[src/rtl/pixel_readout_rx_if.sv]
// Pixel data bus plus the decoded pixel stream leaving the receiver.
// Stream handshake: a beat transfers on a rising clk edge with out_valid & out_ready;
// while out_valid & !out_ready the payload (data/index/sof/eof) holds steady.
interface pixel_readout_rx_if;
   logic        read1;
   logic        read2;
   logic [15:0] pixelDataOut1;
   logic [15:0] pixelDataOut2;
   logic        out_valid;
   logic        out_ready;
   logic [7:0]  out_data;
   logic [1:0]  out_index;
   logic        out_sof;
   logic        out_eof;
   logic        overflow;
   logic [7:0]  frame_count;

   modport master (
      output read1, read2, pixelDataOut1, pixelDataOut2, out_ready,
      input  out_valid, out_data, out_index, out_sof, out_eof, overflow, frame_count
   );

   modport slave (
      input  read1, read2, pixelDataOut1, pixelDataOut2, out_ready,
      output out_valid, out_data, out_index, out_sof, out_eof, overflow, frame_count
   );
endinterface

[src/rtl/pixel_readout_rx.sv]
// Captures gray-coded pixel rows during read1/read2 phases, decodes them and
// streams one binary pixel per beat from a small FIFO.
module pixel_readout_rx #(
   parameter int SAMPLE_DELAY = 2,
   parameter int FIFO_DEPTH   = 8
) (
   input  logic                  clk,
   input  logic                  reset,
   pixel_readout_rx_if.slave     pix,
   output logic [2:0]            state_dbg
);

   localparam int AW = $clog2(FIFO_DEPTH);
   localparam logic [3:0]  DLY       = 4'(SAMPLE_DELAY - 1);
   localparam logic [AW:0] FREE2_MAX = (AW+1)'(FIFO_DEPTH - 2);

   // state_dbg encoding: 0 IDLE, 1 WAIT1, 2 CAP1, 3 WAIT2, 4 CAP2
   typedef enum logic [2:0] {
      IDLE  = 3'd0,
      WAIT1 = 3'd1,
      CAP1  = 3'd2,
      WAIT2 = 3'd3,
      CAP2  = 3'd4
   } state_t;

   state_t      state, state_nx;
   logic [3:0]  cnt, cnt_nx;
   logic        w2_cnt, w2_cnt_nx;
   logic        read1_q, read2_q;
   logic        r1_rise, r2_rise;
   logic        cap, cap_row2;

   logic [9:0]    mem [FIFO_DEPTH];
   logic [AW-1:0] wr_ptr, wr_ptr_p1, rd_ptr;
   logic [AW:0]   count, count_add, count_sub;
   logic          free_ok, write, pop;
   logic [15:0]   row_word;
   logic [7:0]    d_hi, d_lo;
   logic [9:0]    head;
   logic          overflow_q;
   logic [7:0]    frame_cnt_q;

   function automatic logic [7:0] gray_to_bin(input logic [7:0] g);
      logic [7:0] b;
      b[7] = g[7];
      for (int i = 6; i >= 0; i--) b[i] = b[i+1] ^ g[i];
      return b;
   endfunction

   assign r1_rise = pix.read1 & ~read1_q;
   assign r2_rise = pix.read2 & ~read2_q;

   // WAIT2 has two phases: waiting for the read2 edge (w2_cnt=0), then counting down.
   always_comb begin
      state_nx  = state;
      cnt_nx    = cnt;
      w2_cnt_nx = w2_cnt;
      cap       = 1'b0;
      cap_row2  = 1'b0;
      case (state)
         IDLE: begin
            if (r1_rise) begin
               state_nx = WAIT1;
               cnt_nx   = DLY;
            end
         end
         WAIT1: begin
            if (!pix.read1)     state_nx = IDLE;
            else if (cnt == '0) state_nx = CAP1;
            else                cnt_nx   = cnt - 4'd1;
         end
         CAP1: begin
            cap       = 1'b1;
            state_nx  = WAIT2;
            w2_cnt_nx = 1'b0;
         end
         WAIT2: begin
            if (r1_rise) begin
               state_nx  = WAIT1;
               cnt_nx    = DLY;
               w2_cnt_nx = 1'b0;
            end else if (!w2_cnt) begin
               if (r2_rise) begin
                  w2_cnt_nx = 1'b1;
                  cnt_nx    = DLY;
               end
            end else if (!pix.read2) begin
               state_nx  = IDLE;
               w2_cnt_nx = 1'b0;
            end else if (cnt == '0) begin
               state_nx  = CAP2;
               w2_cnt_nx = 1'b0;
            end else begin
               cnt_nx = cnt - 4'd1;
            end
         end
         CAP2: begin
            cap      = 1'b1;
            cap_row2 = 1'b1;
            state_nx = IDLE;
         end
         default: state_nx = IDLE;
      endcase
   end

   // Space is judged before any same-cycle pop, so a row needs two free slots now.
   assign free_ok   = (count <= FREE2_MAX);
   assign write     = cap & free_ok;
   assign pop       = pix.out_valid & pix.out_ready;
   assign count_add = write ? (AW+1)'(2) : '0;
   assign count_sub = pop   ? (AW+1)'(1) : '0;
   assign wr_ptr_p1 = wr_ptr + AW'(1);

   assign row_word = cap_row2 ? pix.pixelDataOut2 : pix.pixelDataOut1;
   assign d_hi     = gray_to_bin(row_word[15:8]);
   assign d_lo     = gray_to_bin(row_word[7:0]);

   always_ff @(posedge clk or posedge reset) begin
      if (reset) begin
         state       <= IDLE;
         cnt         <= '0;
         w2_cnt      <= 1'b0;
         read1_q     <= 1'b0;
         read2_q     <= 1'b0;
         wr_ptr      <= '0;
         rd_ptr      <= '0;
         count       <= '0;
         overflow_q  <= 1'b0;
         frame_cnt_q <= '0;
      end else begin
         state   <= state_nx;
         cnt     <= cnt_nx;
         w2_cnt  <= w2_cnt_nx;
         read1_q <= pix.read1;
         read2_q <= pix.read2;
         if (write) wr_ptr <= wr_ptr + AW'(2);
         if (pop)   rd_ptr <= rd_ptr + AW'(1);
         count <= count + count_add - count_sub;
         if (cap && !free_ok)    overflow_q  <= 1'b1;
         if (cap_row2 && write)  frame_cnt_q <= frame_cnt_q + 8'd1;
      end
   end

   // Storage needs no reset: pointers and count define what is live.
   always_ff @(posedge clk) begin
      if (write) begin
         mem[wr_ptr]    <= {cap_row2, 1'b0, d_hi};
         mem[wr_ptr_p1] <= {cap_row2, 1'b1, d_lo};
      end
   end

   assign head            = mem[rd_ptr];
   assign pix.out_valid   = (count != '0);
   assign pix.out_data    = pix.out_valid ? head[7:0] : 8'd0;
   assign pix.out_index   = pix.out_valid ? head[9:8] : 2'd0;
   assign pix.out_sof     = pix.out_valid & (head[9:8] == 2'd0);
   assign pix.out_eof     = pix.out_valid & (head[9:8] == 2'd3);
   assign pix.overflow    = overflow_q;
   assign pix.frame_count = frame_cnt_q;
   assign state_dbg       = state;

endmodule

[src/flat_wrapper.sv]
// flat-port wrapper written by rule: the top's interface ports become plain ports
module pixel_readout_rx_flat 
#(
   parameter int SAMPLE_DELAY = 2,
   parameter int FIFO_DEPTH   = 8
)
  (clk, reset, state_dbg, pix_read1, pix_read2, pix_pixelDataOut1, pix_pixelDataOut2, pix_out_ready, pix_out_valid, pix_out_data, pix_out_index, pix_out_sof, pix_out_eof, pix_overflow, pix_frame_count);
  pixel_readout_rx_if pix_i ();
  input  logic clk;
  input  logic reset;
  output logic [2:0] state_dbg;
  input wire logic [$bits(pix_i.read1)-1:0] pix_read1;
  input wire logic [$bits(pix_i.read2)-1:0] pix_read2;
  input wire logic [$bits(pix_i.pixelDataOut1)-1:0] pix_pixelDataOut1;
  input wire logic [$bits(pix_i.pixelDataOut2)-1:0] pix_pixelDataOut2;
  input wire logic [$bits(pix_i.out_ready)-1:0] pix_out_ready;
  output wire logic [$bits(pix_i.out_valid)-1:0] pix_out_valid;
  output wire logic [$bits(pix_i.out_data)-1:0] pix_out_data;
  output wire logic [$bits(pix_i.out_index)-1:0] pix_out_index;
  output wire logic [$bits(pix_i.out_sof)-1:0] pix_out_sof;
  output wire logic [$bits(pix_i.out_eof)-1:0] pix_out_eof;
  output wire logic [$bits(pix_i.overflow)-1:0] pix_overflow;
  output wire logic [$bits(pix_i.frame_count)-1:0] pix_frame_count;
  assign pix_i.read1 = pix_read1;
  assign pix_i.read2 = pix_read2;
  assign pix_i.pixelDataOut1 = pix_pixelDataOut1;
  assign pix_i.pixelDataOut2 = pix_pixelDataOut2;
  assign pix_i.out_ready = pix_out_ready;
  assign pix_out_valid = pix_i.out_valid;
  assign pix_out_data = pix_i.out_data;
  assign pix_out_index = pix_i.out_index;
  assign pix_out_sof = pix_i.out_sof;
  assign pix_out_eof = pix_i.out_eof;
  assign pix_overflow = pix_i.overflow;
  assign pix_frame_count = pix_i.frame_count;
  pixel_readout_rx #(.SAMPLE_DELAY(SAMPLE_DELAY), .FIFO_DEPTH(FIFO_DEPTH)) u_core (.clk(clk), .reset(reset), .pix(pix_i), .state_dbg(state_dbg));
endmodule
[config.mk]
export PLATFORM = sky130hd
export DESIGN_NAME = pixel_readout_rx_flat
export DESIGN_NICKNAME = d
export VERILOG_FILES = /design/src/rtl/pixel_readout_rx_if.sv /design/src/rtl/pixel_readout_rx.sv /design/src/flat_wrapper.sv
export SDC_FILE = /design/constraint.sdc
export NUM_CORES = 1
export LEC_CHECK = 0
export BUFFER_PORTS_ARGS = -buffer_cell sky130_fd_sc_hd__buf_2
export CAP_MARGIN = 30
export CORE_ASPECT_RATIO = 1.4
export CORE_MARGIN = 2
export CORE_UTILIZATION = 50
export CTS_BUF_LIST = sky130_fd_sc_hd__clkbuf_4 sky130_fd_sc_hd__clkbuf_8
export DETAILED_ROUTE_END_ITERATION = 8
export HOLD_SLACK_MARGIN = 0.15
export PLACE_DENSITY = 0.81
export SKIP_LAST_GASP = 1
export SLEW_MARGIN = 0
export SYNTH_ARGS = -nofsm -noshare
export SYNTH_HDL_FRONTEND = slang
export SYNTH_SLANG_ARGS = --single-unit
[constraint.sdc]
create_clock -name clk -period 2.9 [get_ports clk]
set_input_delay 0.58 -clock clk [delete_from_list [all_inputs] [get_ports clk]]
set_output_delay 0.58 -clock clk [all_outputs]
set_load 0.01 [all_outputs]
==> metrics <==
PortBufs=roughly 60; Slowest-stage cell, CP=mux4_2; Area Growth Syn to Fin=15.0%; peak supply drop=roughly 0.47 mV; clk slew on worst S/H paths=0.09 ns; final core occ=59.1%; worst min path class=in2async; # setup viols final=0; Max-Slew Margin vs Limit=a little under half; Leak Pwr=2.19 nW; Post-Route WL=8.24 mm; initial antenna violation count=0; Cell Area, Synth=0.00464 mm2; Final GP Congestion=around 0.75; Mapped Cells=approximately 320; max cap viols=0; run status=completed; pwr dens=~850 mW/mm2; TritonCTS clock tree=done; CP Launch Point=u_core.rd_ptr[0]; WS Path Type=reg2out; R2R cell count=11; CTS Buf Count=9; synthesized area per cell=14.5 um2; post-CTS sizing=0; dpl hpwl=between 6 and 7 mm; area taken by multi-input logic gates=approximately 0.0018 mm2; Synth area leader=edfxtp_1; Crit path largest cell delay=around 0.54 ns; CP max FO=18; die area=roughly 0.010 mm2; largest cells by area after synthesis=edfxtp_1 (44%), dfrtp_1 (15%), mux4_2 (8.3%); setup TNS=0 ns; drt pass-1 iters=6; Mapped Nets=~370; Layout Nets=between 400 and 500; Warnings, synthesis=0; Antenna diodes=0; reg2reg end=u_core.count[3]; Chip Width=roughly 85 um; Final ANT Viol Nets=0; number of distinct library cells after synthesis=40; drt via density=between 5 and 6; hold_buf cts=0; WHS=0.287 ns; Synth Register Bits=96; via count=2709; Max Clk Rate=just under 0.4 GHz; Reg2Reg Setup Slack=0.48 ns; share of the clock period used by the worst path=89.7%; Storage cell area=0.00274 mm2; WL/cell=approximately 16 um; Post-synth EDFFs=slightly below 70; layout cell share with drive strength beyond 1=about 30%; Clock Skews=0.00755 ns; starting density of the core=about half; Worst Path Required=between 2 and 2.5 ns; Core Region=around 0.0090 mm2; CP arrival=2.02 ns; total congestion overflow=0; asr flop ratio synth=~29%; Worst-Margin Slew=roughly 0.8 ns; die height=~120 um; crit path launch type=flop; CP cell instances=buf_4, mux4_2, mux2i_1, nor2_1, buf_2; worst setup path endpoint=pix_out_data[2]; top_reg_cell synth=edfxtp_1; RR Startpoint=u_core.count[3]; number of global-route vias before repair=2795; row count=slightly above 40; Final min period=2.60 ns; crit end category=output pin; H-tree depth=3; Residual DRC=0; Pins Over Slew Limit=0; gr usage total=between 15 and 20%; postcts setup bufs=0; Final Hold Fails=0; RSZ-0062 raised after global routing=no; Worst-Skew Late Latency=about 0.35 ns; post-synthesis sequential area ratio=between 50% and 60%; largest net degree at the start of global routing=29; Clock Sink Count=between 90 and 100; first-pass GRT wire length=13.3 mm; Yosys top cell area share=roughly 44%; root buf cell=clkbuf_8; Max clock buf depth=2; 1st-iter DRT viols=around 110; # IOs=between 60 and 70; FILL cells=a little over 700
==> sequential cells by signal, indices dropped and copies added, names as in the netlist <==
register                flops
u_core.rd_ptr               3
u_core.mem                 68
u_core.cnt                  4
u_core.read1_q              1
u_core.pix.overflow         1
u_core.state_dbg            3
u_core.w2_cnt               1
u_core.count                4
u_core.read2_q              1
u_core.pix.frame_count      8
u_core.wr_ptr               2
==> layout by cell type (no fill, tap or decap), drive strengths merged, types with 2 or more instances in the layout <==
cell type  instances
buf               72
edfxtp            68
dfrtp             28
xnor2             27
nor2              24
inv               19
mux4              17
mux2i             14
ha                12
clkbuf            12
nand2             11
xor2              11
o21ai              9
a21oi              9
and3               7
nand3              7
mux2               4
xnor3              4
nor2b              3
o21a               3
nand2b             3
o31ai              3
o41ai              3
and2               3
nor3               3
nor3b              3
nand4              2
and4               2
or3                2
clkinv             2
bufinv             2
==> worst min-delay path by stage <==
stage                         startpoint                         to  cells past startpoint
5_1_grt                            reset              u_core.w2_cnt                      3
3_5_place_dp   u_core.pix.frame_count[7]  u_core.pix.frame_count[7]                      1
3_3_place_gp   u_core.pix.frame_count[7]  u_core.pix.frame_count[7]                      1
6_report                           reset        u_core.state_dbg[2]                      3
2_1_floorplan              u_core.cnt[0]              u_core.cnt[0]                      1
4_1_cts                            reset  u_core.pix.frame_count[3]                      3
==> per-layer routing <==
layer	part of all wire [%]	global-route usage [%]	vias up
met5	0	0	-
met4	1.3	5.16	0
met3	3.4	3.37	9
met2	56	31.3	57
met1	39	19.9	1337
li1	-	-	1306
==> where the power goes <==
part / internal (mW) / switching, mW
registers: 1.74 / 0.175
logic: 0.787 / 0.872
clock network: 0.526 / 0.415
==> per-stage QoR <==
step,setup WS (ns),cell area [um2],power (mW),std cells
6_report,0.300,5340,4.51,502
5_1_grt,0.160,5340,4.79,502
4_1_cts,0.257,5340,4.57,502
3_5_place_dp,0.482,5110,3.63,486
3_3_place_gp,0.584,5110,3.55,486
2_1_floorplan,0.589,4640,3.11,319
==> kinds of logic after synthesis <==
kind of cell / after synthesis / share of synthesized area, %
DFF: 96 / 59.1
and+or+nand+nor: 71 / 7.63
xor gates and xnor gates: 42 / 9.76
muxes: 35 / 12.8
buffers and inverters: 31 / 2.70
AOI/OAI and AO/OA: 30 / 4.15
adders and majority gates: 14 / 3.88
==> cell type report <==
| type | instances | share of cell area [%] |
|---|---|---|
| tap | 107 | 2.51 |
| inverter | 19 | 1.34 |
| clock buffer | 12 | 2.86 |
| sequential | 96 | 51.4 |
| multi-input combinational | 192 | 33.3 |
| clock inverter | 4 | 1.31 |
| timing repair buffer | 72 | 7.27 |
==> Yosys cell counts (9+ instances only) <==
| cell type | count |
|---|---|
| a21oi_1 | 9 |
| xor2_1 | 9 |
| inv_1 | 19 |
| mux4_2 | 17 |
| o21ai_0 | 9 |
| nor2_1 | 24 |
| edfxtp_1 | 68 |
| xnor2_1 | 25 |
| nand2_1 | 11 |
| ha_1 | 12 |
| dfrtp_1 | 28 |
| mux2i_1 | 12 |
==> critical path: cells and delay by family, from the launching register on <==
kind / cells / cell delay, ns
and+or+nand+nor: 1 / 0.06
buffers and inverters: 2 / 0.49
DFF: 1 / 0.38
muxes: 2 / 0.74
(Power assumes the default switching activity.)
